$ cat src/rtl/game_pkg.sv
// Shared types and constants for the shooter game sequencer:
// state encodings, BCD score geometry and a BCD magnitude compare.
package game_pkg;

    typedef enum logic [2:0] {
        ST_IDLE      = 3'd0,
        ST_PLAYING   = 3'd1,
        ST_PAUSED    = 3'd2,
        ST_RESPAWN   = 3'd3,
        ST_GAME_OVER = 3'd4
    } state_t;

    localparam int          BCD_DIGIT_W = 4;
    localparam int          BCD_DIGITS  = 4;
    localparam logic [15:0] SCORE_MAX   = 16'h9999;

    // Most significant digit decides first; equal digits fall through.
    function automatic logic bcd_gt(input logic [15:0] a, input logic [15:0] b);
        logic decided;
        logic gt;
        decided = 1'b0;
        gt      = 1'b0;
        for (int i = BCD_DIGITS - 1; i >= 0; i--) begin
            if (!decided) begin
                if (a[i*BCD_DIGIT_W +: BCD_DIGIT_W] > b[i*BCD_DIGIT_W +: BCD_DIGIT_W]) begin
                    gt      = 1'b1;
                    decided = 1'b1;
                end else if (a[i*BCD_DIGIT_W +: BCD_DIGIT_W] < b[i*BCD_DIGIT_W +: BCD_DIGIT_W]) begin
                    decided = 1'b1;
                end
            end
        end
        return gt;
    endfunction

endpackage

$ cat src/rtl/bcd_counter4.sv
// Four-digit BCD up-counter with synchronous clear/enable, saturating at 9999.
module bcd_counter4
    import game_pkg::*;
(
    input  logic        i_clk,
    input  logic        i_rst_n,
    input  logic        i_clr,
    input  logic        i_en,
    output logic [15:0] o_value
);

    logic [15:0] r_value;
    logic [15:0] w_next;
    logic        w_carry;

    // Ripple the +1 upward; a digit at 9 wraps to 0 and passes the carry on.
    always_comb begin
        w_next  = r_value;
        w_carry = 1'b1;
        for (int i = 0; i < BCD_DIGITS; i++) begin
            if (w_carry) begin
                if (r_value[i*BCD_DIGIT_W +: BCD_DIGIT_W] == 4'd9) begin
                    w_next[i*BCD_DIGIT_W +: BCD_DIGIT_W] = 4'd0;
                end else begin
                    w_next[i*BCD_DIGIT_W +: BCD_DIGIT_W] = r_value[i*BCD_DIGIT_W +: BCD_DIGIT_W] + 4'd1;
                    w_carry = 1'b0;
                end
            end
        end
    end

    always_ff @(posedge i_clk or negedge i_rst_n) begin
        if (!i_rst_n) begin
            r_value <= 16'h0000;
        end else if (i_clr) begin
            r_value <= 16'h0000;
        end else if (i_en && (r_value != SCORE_MAX)) begin
            r_value <= w_next;
        end
    end

    assign o_value = r_value;

endmodule

$ cat src/rtl/game_controller.sv
// Game sequencer: state machine, vsync-derived frame/tick strobes, BCD score and lives.
// Optional high-score register enabled by defining GAME_CONTROLLER_HISCORE_EN.
module game_controller
    import game_pkg::*;
#(
    parameter int FRAME_DIV      = 2,
    parameter int VIDAS_INICIAIS = 3,
    parameter int RESPAWN_FRAMES = 60
) (
    input  logic        CLOCK_50,
    input  logic        reset,
    input  logic        start,
    input  logic        pausa,
    input  logic        vga_vs,
    input  logic        hit_inimigo,
    input  logic        hit_nave,
    output logic [2:0]  estado,
    output logic        tick_entidades,
    output logic        reinicia_entidades,
    output logic        perdeu,
    output logic [15:0] pontos,
`ifdef GAME_CONTROLLER_HISCORE_EN
    output logic [1:0]  vidas,
    output logic [15:0] recorde
`else
    output logic [1:0]  vidas
`endif
);

    localparam logic [3:0] DIV_LAST  = 4'(FRAME_DIV - 1);
    localparam logic [7:0] RESP_LAST = 8'(RESPAWN_FRAMES - 1);
    localparam logic [1:0] VIDAS_INI = 2'(VIDAS_INICIAIS);

    logic        r_rst_s1;
    logic        r_rst_s2;
    logic        w_rst_n;
    logic        r_vs_s1;
    logic        r_vs_s2;
    logic        r_vs_d;
    logic        r_frame_pulse;
    state_t      r_state;
    state_t      w_next_state;
    logic [3:0]  r_frame_cnt;
    logic [7:0]  r_resp_cnt;
    logic [1:0]  r_vidas;
    logic        r_tick;
    logic        r_reinicia;
    logic        r_perdeu;
    logic        w_new_game;
    logic        w_resp_done;
    logic        w_tick_now;
    logic        w_score_en;
    logic        w_playing;
    logic [15:0] w_pontos;

    // Reset asserts immediately but releases on a clock edge.
    always_ff @(posedge CLOCK_50 or negedge reset) begin
        if (!reset) begin
            r_rst_s1 <= 1'b0;
            r_rst_s2 <= 1'b0;
        end else begin
            r_rst_s1 <= 1'b1;
            r_rst_s2 <= r_rst_s1;
        end
    end

    assign w_rst_n = r_rst_s2;

    // Two-flop vsync synchronizer plus registered falling-edge detect.
    always_ff @(posedge CLOCK_50 or negedge w_rst_n) begin
        if (!w_rst_n) begin
            r_vs_s1       <= 1'b1;
            r_vs_s2       <= 1'b1;
            r_vs_d        <= 1'b1;
            r_frame_pulse <= 1'b0;
        end else begin
            r_vs_s1       <= vga_vs;
            r_vs_s2       <= r_vs_s1;
            r_vs_d        <= r_vs_s2;
            r_frame_pulse <= r_vs_d & ~r_vs_s2;
        end
    end

    assign w_playing   = (r_state == ST_PLAYING);
    assign w_new_game  = start && ((r_state == ST_IDLE) || (r_state == ST_GAME_OVER));
    assign w_resp_done = (r_state == ST_RESPAWN) && r_frame_pulse && (r_resp_cnt == RESP_LAST);
    assign w_tick_now  = w_playing && r_frame_pulse && (r_frame_cnt == DIV_LAST);
    assign w_score_en  = w_playing && hit_inimigo;

    always_ff @(posedge CLOCK_50 or negedge w_rst_n) begin
        if (!w_rst_n) begin
            r_state <= ST_IDLE;
        end else begin
            r_state <= w_next_state;
        end
    end

    // A lost life outranks a pause request in the same cycle.
    always_comb begin
        w_next_state = r_state;
        case (r_state)
            ST_IDLE, ST_GAME_OVER: begin
                if (start) w_next_state = ST_PLAYING;
            end
            ST_PLAYING: begin
                if (hit_nave) begin
                    w_next_state = (r_vidas > 2'd1) ? ST_RESPAWN : ST_GAME_OVER;
                end else if (pausa) begin
                    w_next_state = ST_PAUSED;
                end
            end
            ST_PAUSED: begin
                if (!pausa) w_next_state = ST_PLAYING;
            end
            ST_RESPAWN: begin
                if (w_resp_done) w_next_state = ST_PLAYING;
            end
            default: w_next_state = ST_IDLE;
        endcase
    end

    always_ff @(posedge CLOCK_50 or negedge w_rst_n) begin
        if (!w_rst_n) begin
            r_tick      <= 1'b0;
            r_reinicia  <= 1'b0;
            r_perdeu    <= 1'b0;
            r_frame_cnt <= 4'd0;
            r_resp_cnt  <= 8'd0;
            r_vidas     <= 2'd0;
        end else begin
            r_tick     <= w_tick_now;
            r_reinicia <= w_new_game || w_resp_done;
            r_perdeu   <= (w_next_state == ST_GAME_OVER);

            // Divider holds its count through PAUSED; only fresh entries clear it.
            if (w_new_game || w_resp_done) begin
                r_frame_cnt <= 4'd0;
            end else if (w_playing && r_frame_pulse) begin
                r_frame_cnt <= w_tick_now ? 4'd0 : r_frame_cnt + 4'd1;
            end

            if (w_playing && hit_nave) begin
                r_resp_cnt <= 8'd0;
            end else if ((r_state == ST_RESPAWN) && r_frame_pulse) begin
                r_resp_cnt <= r_resp_cnt + 8'd1;
            end

            if (w_new_game) begin
                r_vidas <= VIDAS_INI;
            end else if (w_playing && hit_nave) begin
                r_vidas <= (r_vidas > 2'd1) ? r_vidas - 2'd1 : 2'd0;
            end
        end
    end

    bcd_counter4 u_score (
        .i_clk   (CLOCK_50),
        .i_rst_n (w_rst_n),
        .i_clr   (w_new_game),
        .i_en    (w_score_en),
        .o_value (w_pontos)
    );

`ifdef GAME_CONTROLLER_HISCORE_EN
    logic [15:0] r_recorde;
    logic        r_go_entry;

    // Compare one cycle after entering GAME_OVER so the final hit is already counted.
    always_ff @(posedge CLOCK_50 or negedge w_rst_n) begin
        if (!w_rst_n) begin
            r_recorde  <= 16'h0000;
            r_go_entry <= 1'b0;
        end else begin
            r_go_entry <= (r_state != ST_GAME_OVER) && (w_next_state == ST_GAME_OVER);
            if (r_go_entry && bcd_gt(w_pontos, r_recorde)) begin
                r_recorde <= w_pontos;
            end
        end
    end

    assign recorde = r_recorde;
`endif

    assign estado             = r_state;
    assign tick_entidades     = r_tick;
    assign reinicia_entidades = r_reinicia;
    assign perdeu             = r_perdeu;
    assign pontos             = w_pontos;
    assign vidas              = r_vidas;

endmodule

$ cat config.mk
export PLATFORM = sky130hd
export DESIGN_NAME = game_controller
export DESIGN_NICKNAME = d
export VERILOG_FILES = /design/src/rtl/game_pkg.sv /design/src/rtl/bcd_counter4.sv /design/src/rtl/game_controller.sv
export SDC_FILE = /design/constraint.sdc
export NUM_CORES = 1
export LEC_CHECK = 0
export ABC_AREA = 0
export BUFFER_PORTS_ARGS = -buffer_cell sky130_fd_sc_hd__buf_2
export CORE_ASPECT_RATIO = 1.5
export CORE_UTILIZATION = 61
export CTS_BUF_LIST = sky130_fd_sc_hd__clkbuf_4 sky130_fd_sc_hd__clkbuf_8 sky130_fd_sc_hd__clkbuf_16
export CTS_CLUSTER_DIAMETER = 100
export DETAILED_ROUTE_END_ITERATION = 12
export PLACE_DENSITY = 0.91
export SLEW_MARGIN = 20
export SYNTH_ARGS = -nofsm -noshare
export SYNTH_HDL_FRONTEND = slang
export SYNTH_SLANG_ARGS = --single-unit
$ cat constraint.sdc
create_clock -name CLOCK_50 -period 2.3 [get_ports CLOCK_50]
set_input_delay 0.575 -clock CLOCK_50 [delete_from_list [all_inputs] [get_ports CLOCK_50]]
set_output_delay 0.575 -clock CLOCK_50 [all_outputs]
set_load 0.05 [all_outputs]
---- Word-level counts from Yosys, hierarchy flattened ----
Index checks and enable logic that the tools add are counted.
operators by class
  $add $sub $neg .......................... 7
  mux-type cells .......................... 29
  bitwise logic cells ..................... 2
  eq/ne operators ......................... 12
  reduce and logical (&&, ||, !) cells .... 22
  order comparisons ....................... 1
operators by type and width
  kind                    number
  $mux W4                 10
  $mux W16                2
  $add A4 B1 Y4 const B   5
  $mux W3                 6
  $eq A4 B4 Y1 const B    4
  $mux W8                 2
  $ne A16 B16 Y1 const B  1
  $reduce_bool A2 Y1      7
  $pmux W3 S4             1
  $add A8 B1 Y8 const B   1
  $eq A8 B6 Y1 const B    1
  $logic_and A1 B1 Y1     8
  $eq A3 B2 Y1 const B    2
  $eq A3 B3 Y1 const B    2
  $mux W2                 3
  $reduce_and A2 Y1       3
  $mux W1                 5
  $eq A4 B1 Y1 const B    1
  $eq A3 B1 Y1 const B    1
  $logic_not A3 Y1        1
  $gt A2 B1 Y1 const B    1
  $logic_or A1 B1 Y1      2
  $reduce_or A2 Y1        1
  $sub A2 B1 Y2 const B   1
  other kinds (2)         2
storage, ports and cells
  output and inout bits ................... 24
  bits of input ports ..................... 7
  logic and storage cells ................. 90
  register bits ........................... 42

---- Depth between registers and ports, before layout ----
  depth after elaboration ................. 7
  gate-level depth with buffers ........... 7
  depth with buffers taken out ............ 6

---- Modules after synthesis ----
Synthesis repeated with hierarchy kept, for this count alone.
second synthesis, totals
  cells, all modules ...................... 207
  area total of the unflattened synthesis .. 2163.3 µm²
modules (own cells, without submodules)
  module           area each (µm²)  sequential area each (µm²)  times used  cells an instance
  game_controller  1183.6           654.4                       1           106
  bcd_counter4     979.7            400.4                       1           101

---- Worst setup path after synthesis ----
Ideal clock, no wire load.
  kind .................................... register -> register
  start point ............................. register u_score.r_value[4] (netlist: u_score.o_value[4])
  end point ............................... register u_score.r_value[10] (netlist: u_score.o_value[10])
  setup slack ............................. 315 ps
  setup time .............................. 78 ps
  clock period less this slack ............ 1985 ps
  arrival time ............................ 1907 ps
  path buffers ............................ 1
  data required time ...................... 2222 ps
  cell stages (with the launch flop) ...... 7
  path through ............................ dfrtp_1 > ha_1 > and3b_1 > buf_2 > o2111ai_4 > or4_1 > a21oi_1
on the way
  cells in the longest elaborated chain, start to end .. 5
  elaborated cells between the ends (all ways) .. 8
  those cells by class .................... eq/ne (2); mux (2); reduce/logical (4)
ends and longest elaborated chain
  item                           RTL line            source
  from (decl)                    bcd_counter4.sv:12  logic [15:0] r_value;
  from (signal assigned)         bcd_counter4.sv:38  r_value <= w_next;
  $eq A4 B4 Y1                   bcd_counter4.sv:22  if (r_value[i*BCD_DIGIT_W +: BCD_DIGIT_W] == 4'd9) begin
  $mux W1                        bcd_counter4.sv:22
  $mux W1                        bcd_counter4.sv:21  if (w_carry) begin
  $reduce_bool A2 Y1 (no line)   -
  $reduce_and A2 Y1 (no line) *  -
Mark *: on every way between the ends. The rest lies on a longest branch, timed or not.
A chain may end at the register's enable or synchronous reset.

---- Worst setup path in the final report ----
  start point ............................. register r_state[1] (netlist: estado[1])
  end point ............................... register r_frame_cnt[1]
on the way
  cells in the longest elaborated chain, start to end .. 6
  elaborated cells between the ends (all ways) .. 15
  those cells by class .................... eq/ne (3); mux (3); reduce/logical (9)
ends and longest elaborated chain
  item                              RTL line                source
  from (decl)                       game_controller.sv:41   state_t r_state;
  from (signal assigned)            game_controller.sv:94   r_state <= w_next_state;
  $eq A3 B1 Y1                      game_controller.sv:84   assign w_playing = (r_state == ST_PLAYING);
  $logic_and A1 B1 Y1 (2 in a row)  game_controller.sv:87   assign w_tick_now = w_playing && r_frame_pulse && (r_frame_cnt == DIV_LAST);
  named net w_tick_now              game_controller.sv:51   logic w_tick_now;
  $mux W4                           game_controller.sv:139  r_frame_cnt <= w_tick_now ? 4'd0 : r_frame_cnt + 4'd1;
  $mux W4                           game_controller.sv:138  end else if (w_playing && r_frame_pulse) begin
  $mux W4                           game_controller.sv:136  if (w_new_game || w_resp_done) begin
  to (signal assigned)              game_controller.sv:139
  to (decl)                         game_controller.sv:43   logic [3:0] r_frame_cnt;
The timed path passes the listed nets, and every way through them passes these cells. The select of a mux whose other input is x is not followed.

==> results.txt <==
----------------------------------------------------
[Status]
  Outcome ... completed

[Yosys]
  Synthesized area ... 2150 um2
  FFs w/ async S/R, synth ... 100%
  Flip-flop and latch count after synthesis ... 42
  Number of warnings printed during yosys synthesis ... 0
  Library cell occupying the most area in the post-synthesis netlist ... sky130_fd_sc_hd__dfrtp_1
  Syn Area/Cell ... 10.0 um2
  Net Count, Synth ... 232
  Dominant cells by area after synthesis ... sky130_fd_sc_hd__dfrtp_1 45%, sky130_fd_sc_hd__ha_1 6.4%, sky130_fd_sc_hd__nand2_1 4.5%
  Number of unique standard cell types used by synthesis ... 46
  Share of the synthesized area in the top cell type ... 45.4%
  Share of synthesized area occupied by flip-flops and latches ... 49.1%
  Dominant synthesized flop cell ... sky130_fd_sc_hd__dfrtp_1
  Gate count after technology mapping ... 214
  Number of flops mapped to enable cells by yosys ... 0

[Floorplanning]
  Core Area ... 3380 um2
  Die Y ... 74.7 um
  Horizontal die dimension ... 50.5 um
  Row count ... 26
  Area of the die ... 3770 um2
  Top Ports ... 31
  Initial standard-cell utilization of the core ... 63.5%

[STA]
  Relative slew margins ... 52.5%
  Worst clock skew ... 6.49 ps
  Transition at the pin with the smallest max-transition slack ... 702 ps
  Max Clock Freq ... 514 MHz
  Final critical-path share of the clock period ... 84.6%
  Minimum period implied by the final worst setup slack ... 1950 ps
  Number of setup violations in the final report ... 0
  Sum of negative setup slack ... 0 ps
  Final count of pins violating max slew ... 0
  Worst hold slack after final layout ... 54.0 ps
  Unrepaired setup endpoints after global routing ... false
  Final hold violation count ... 0

[Placed design]
  HPWL after DPL ... 3.09 mm
  Global placement routability congestion ... 0.843
  Input/output buffers ... 30
  Total placed cells including tap cells ... 278

[Worst setup path]
  Critical path launch point type ... flip-flop
  Capture instance of the worst register-to-register path ... r_frame_cnt[1]
  R2r setup slk ... 350 ps
  Critical register-to-register path startpoint ... estado[1]
  Critical Path, Cell by Cell ... nand4bb_1 -> nor4b_1 -> or3_1 -> a21oi_1
  Cell with the largest stage delay on the worst path ... sky130_fd_sc_hd__nor4b_1
  Worst setup EP type ... flip-flop
  Classification of the worst setup path ... flip-flop to flip-flop
  Largest incremental delay on the critical path ... 690 ps
  CP arrival ... 2130 ps
  Data required time at the worst endpoint ... 2480 ps
  Crit path launch ... estado[1]
  Highest fanout seen on the critical path ... 14
  Worst Reg2Reg Path Length in Cells ... 4

[GRT]
  Maximum number of pins on one net before global-route repair ... 27
  First-pass GRT wire length ... 7.23 mm
  Vias in the first global route ... 1685
  GRT Util Overall ... 25.9%
  Global-route congestion overflow total ... 0
  Antenna violations before repair ... 0

[CTS]
  # H-tree levels ... 2
  Cts repair resizes ... 0
  Post-CTS setup buffer count ... 0
  CTS tree ... built
  Root Buffer Master ... sky130_fd_sc_hd__clkbuf_8
  Clock slew at reported path FFs ... 80 ps
  Worst skew pair latency ... 290 ps
  Clk sinks ... 42
  CTS max path bufs ... 2
  TritonCTS Buffers ... 5
  Number of hold buffers added after cts ... 0

[Detailed routing]
  Antenna Violating Nets Remaining ... 0
  Iteration-0 DRC Markers ... 28
  Residual DRC count ... 0
  Routed length per placed instance ... 14.9 um
  Total routed wirelength ... 4.25 mm
  Mean number of vias per cell ... 5.85
  Length of the first detailed-routing pass in iterations ... 4
  Total vias in the final route ... 1674

[Layout]
  # nets final ... 261
  Total inserted antenna cells ... 0
  Area added between synthesis and finish ... 12.3%
  Leading cell types in the layout, fill and taps excluded ... 39 x sky130_fd_sc_hd__dfrtp_1, 30 x sky130_fd_sc_hd__buf_2, 26 x sky130_fd_sc_hd__nand2_1
  Most frequent standard cell in the layout excluding fill and tap cells ... sky130_fd_sc_hd__dfrtp_1
  Post-Layout Cell Count ... 286
  Share of layout cells above drive strength 1 ... 19.3%

[Pwr]
  Ratio of total power to cell area ... 910 nW/um2
  Worst VDD drop ... 0.000691 V
  Static leakage ... 1.15 nW

[Worst hold path]
  Class of the tightest hold or removal check ... primary input to async pin

[Run]
  Max-cap check violation count ... 0

----------------------------------------------------
-- cell families after synthesis --
| group | synth area share, % |
|---|---|
| muxes | 0.466 |
| other | 0.174 |
| xor gates and xnor gates | 2.85 |
| DFF | 49.1 |
| and+or+nand+nor | 24.6 |
| adders and majority gates | 6.40 |
| AOI/OAI and AO/OA | 12.6 |
| buffers and inverters | 3.90 |
-- registers in the layout, summed over array words and instances (netlist names), 2 cells and up --
register / count
r_frame_cnt: 4
estado: 3
vidas: 2
r_resp_cnt: 8
u_score.o_value: 16
-- metrics by stage --
| step | setup slack (ps) | power [mW] | instance area (um2) | utilization [%] |
|---|---|---|---|---|
| 6_report | 355 | 2.20 | 2410 | 71.3 |
| 4_1_cts | 356 | 2.22 | 2410 | 71.3 |
| 2_1_floorplan | 315 | 1.55 | 2150 | - |
| 3_5_place_dp | 422 | 1.71 | 2320 | 68.5 |
| 5_1_grt | 240 | 2.33 | 2410 | 71.3 |
| 3_3_place_gp | 468 | 1.67 | 2320 | 68.5 |
-- worst max-delay path, delay by kind of cell, from the launching register on --
kind               cells  cell delay, ps
AOI/OAI and AO/OA      1              70
DFF                    1             520
and+or+nand+nor        3            1250
-- how the worst max path moves through the flow --
stage / to
2_1_floorplan: u_score.o_value[10]
3_3_place_gp: u_score.o_value[10]
3_5_place_dp: u_score.o_value[10]
4_1_cts: r_frame_cnt[1]
5_1_grt: r_frame_cnt[1]
6_report: r_frame_cnt[1]
-- where the power goes --
part	internal, mW	switching (mW)
Combinational	0.213	0.482
Sequential	0.848	0.158
Clock	0.254	0.243
-- metal layers --
| layer | wire length (um) | vias up | global-route usage [%] |
|---|---|---|---|
| met2 | 2400 | 35 | 48.3 |
| met1 | 1630 | 811 | 27.4 |
| met5 | 0 | - | 0 |
| met4 | 84 | 0 | 13.3 |
| li1 | - | 819 | - |
| met3 | 140 | 9 | 5.05 |
-- cells in the mapped netlist (4+ instances only) --
library cell	instances
sky130_fd_sc_hd__nand2_1	26
sky130_fd_sc_hd__inv_1	8
sky130_fd_sc_hd__nor2_1	15
sky130_fd_sc_hd__nor3_1	4
sky130_fd_sc_hd__dfrtp_1	39
sky130_fd_sc_hd__or3_1	8
sky130_fd_sc_hd__nand4_1	5
sky130_fd_sc_hd__xor2_1	4
sky130_fd_sc_hd__nand3b_1	5
sky130_fd_sc_hd__buf_2	4
sky130_fd_sc_hd__o21ai_0	8
sky130_fd_sc_hd__ha_1	11
sky130_fd_sc_hd__nand3_1	9
sky130_fd_sc_hd__a21oi_1	15
-- area by class of cell --
cell class              instances  area (um2)
well taps                      42        52.6
fillers                       266         970
inverters                       8        30.0
multi-input cells             155        1010
repair buffers                 31         170
clock inverters                 1        5.00
flip-flops and latches         42        1050
clock buffers                   7        90.1
(Power assumes the default switching activity.)
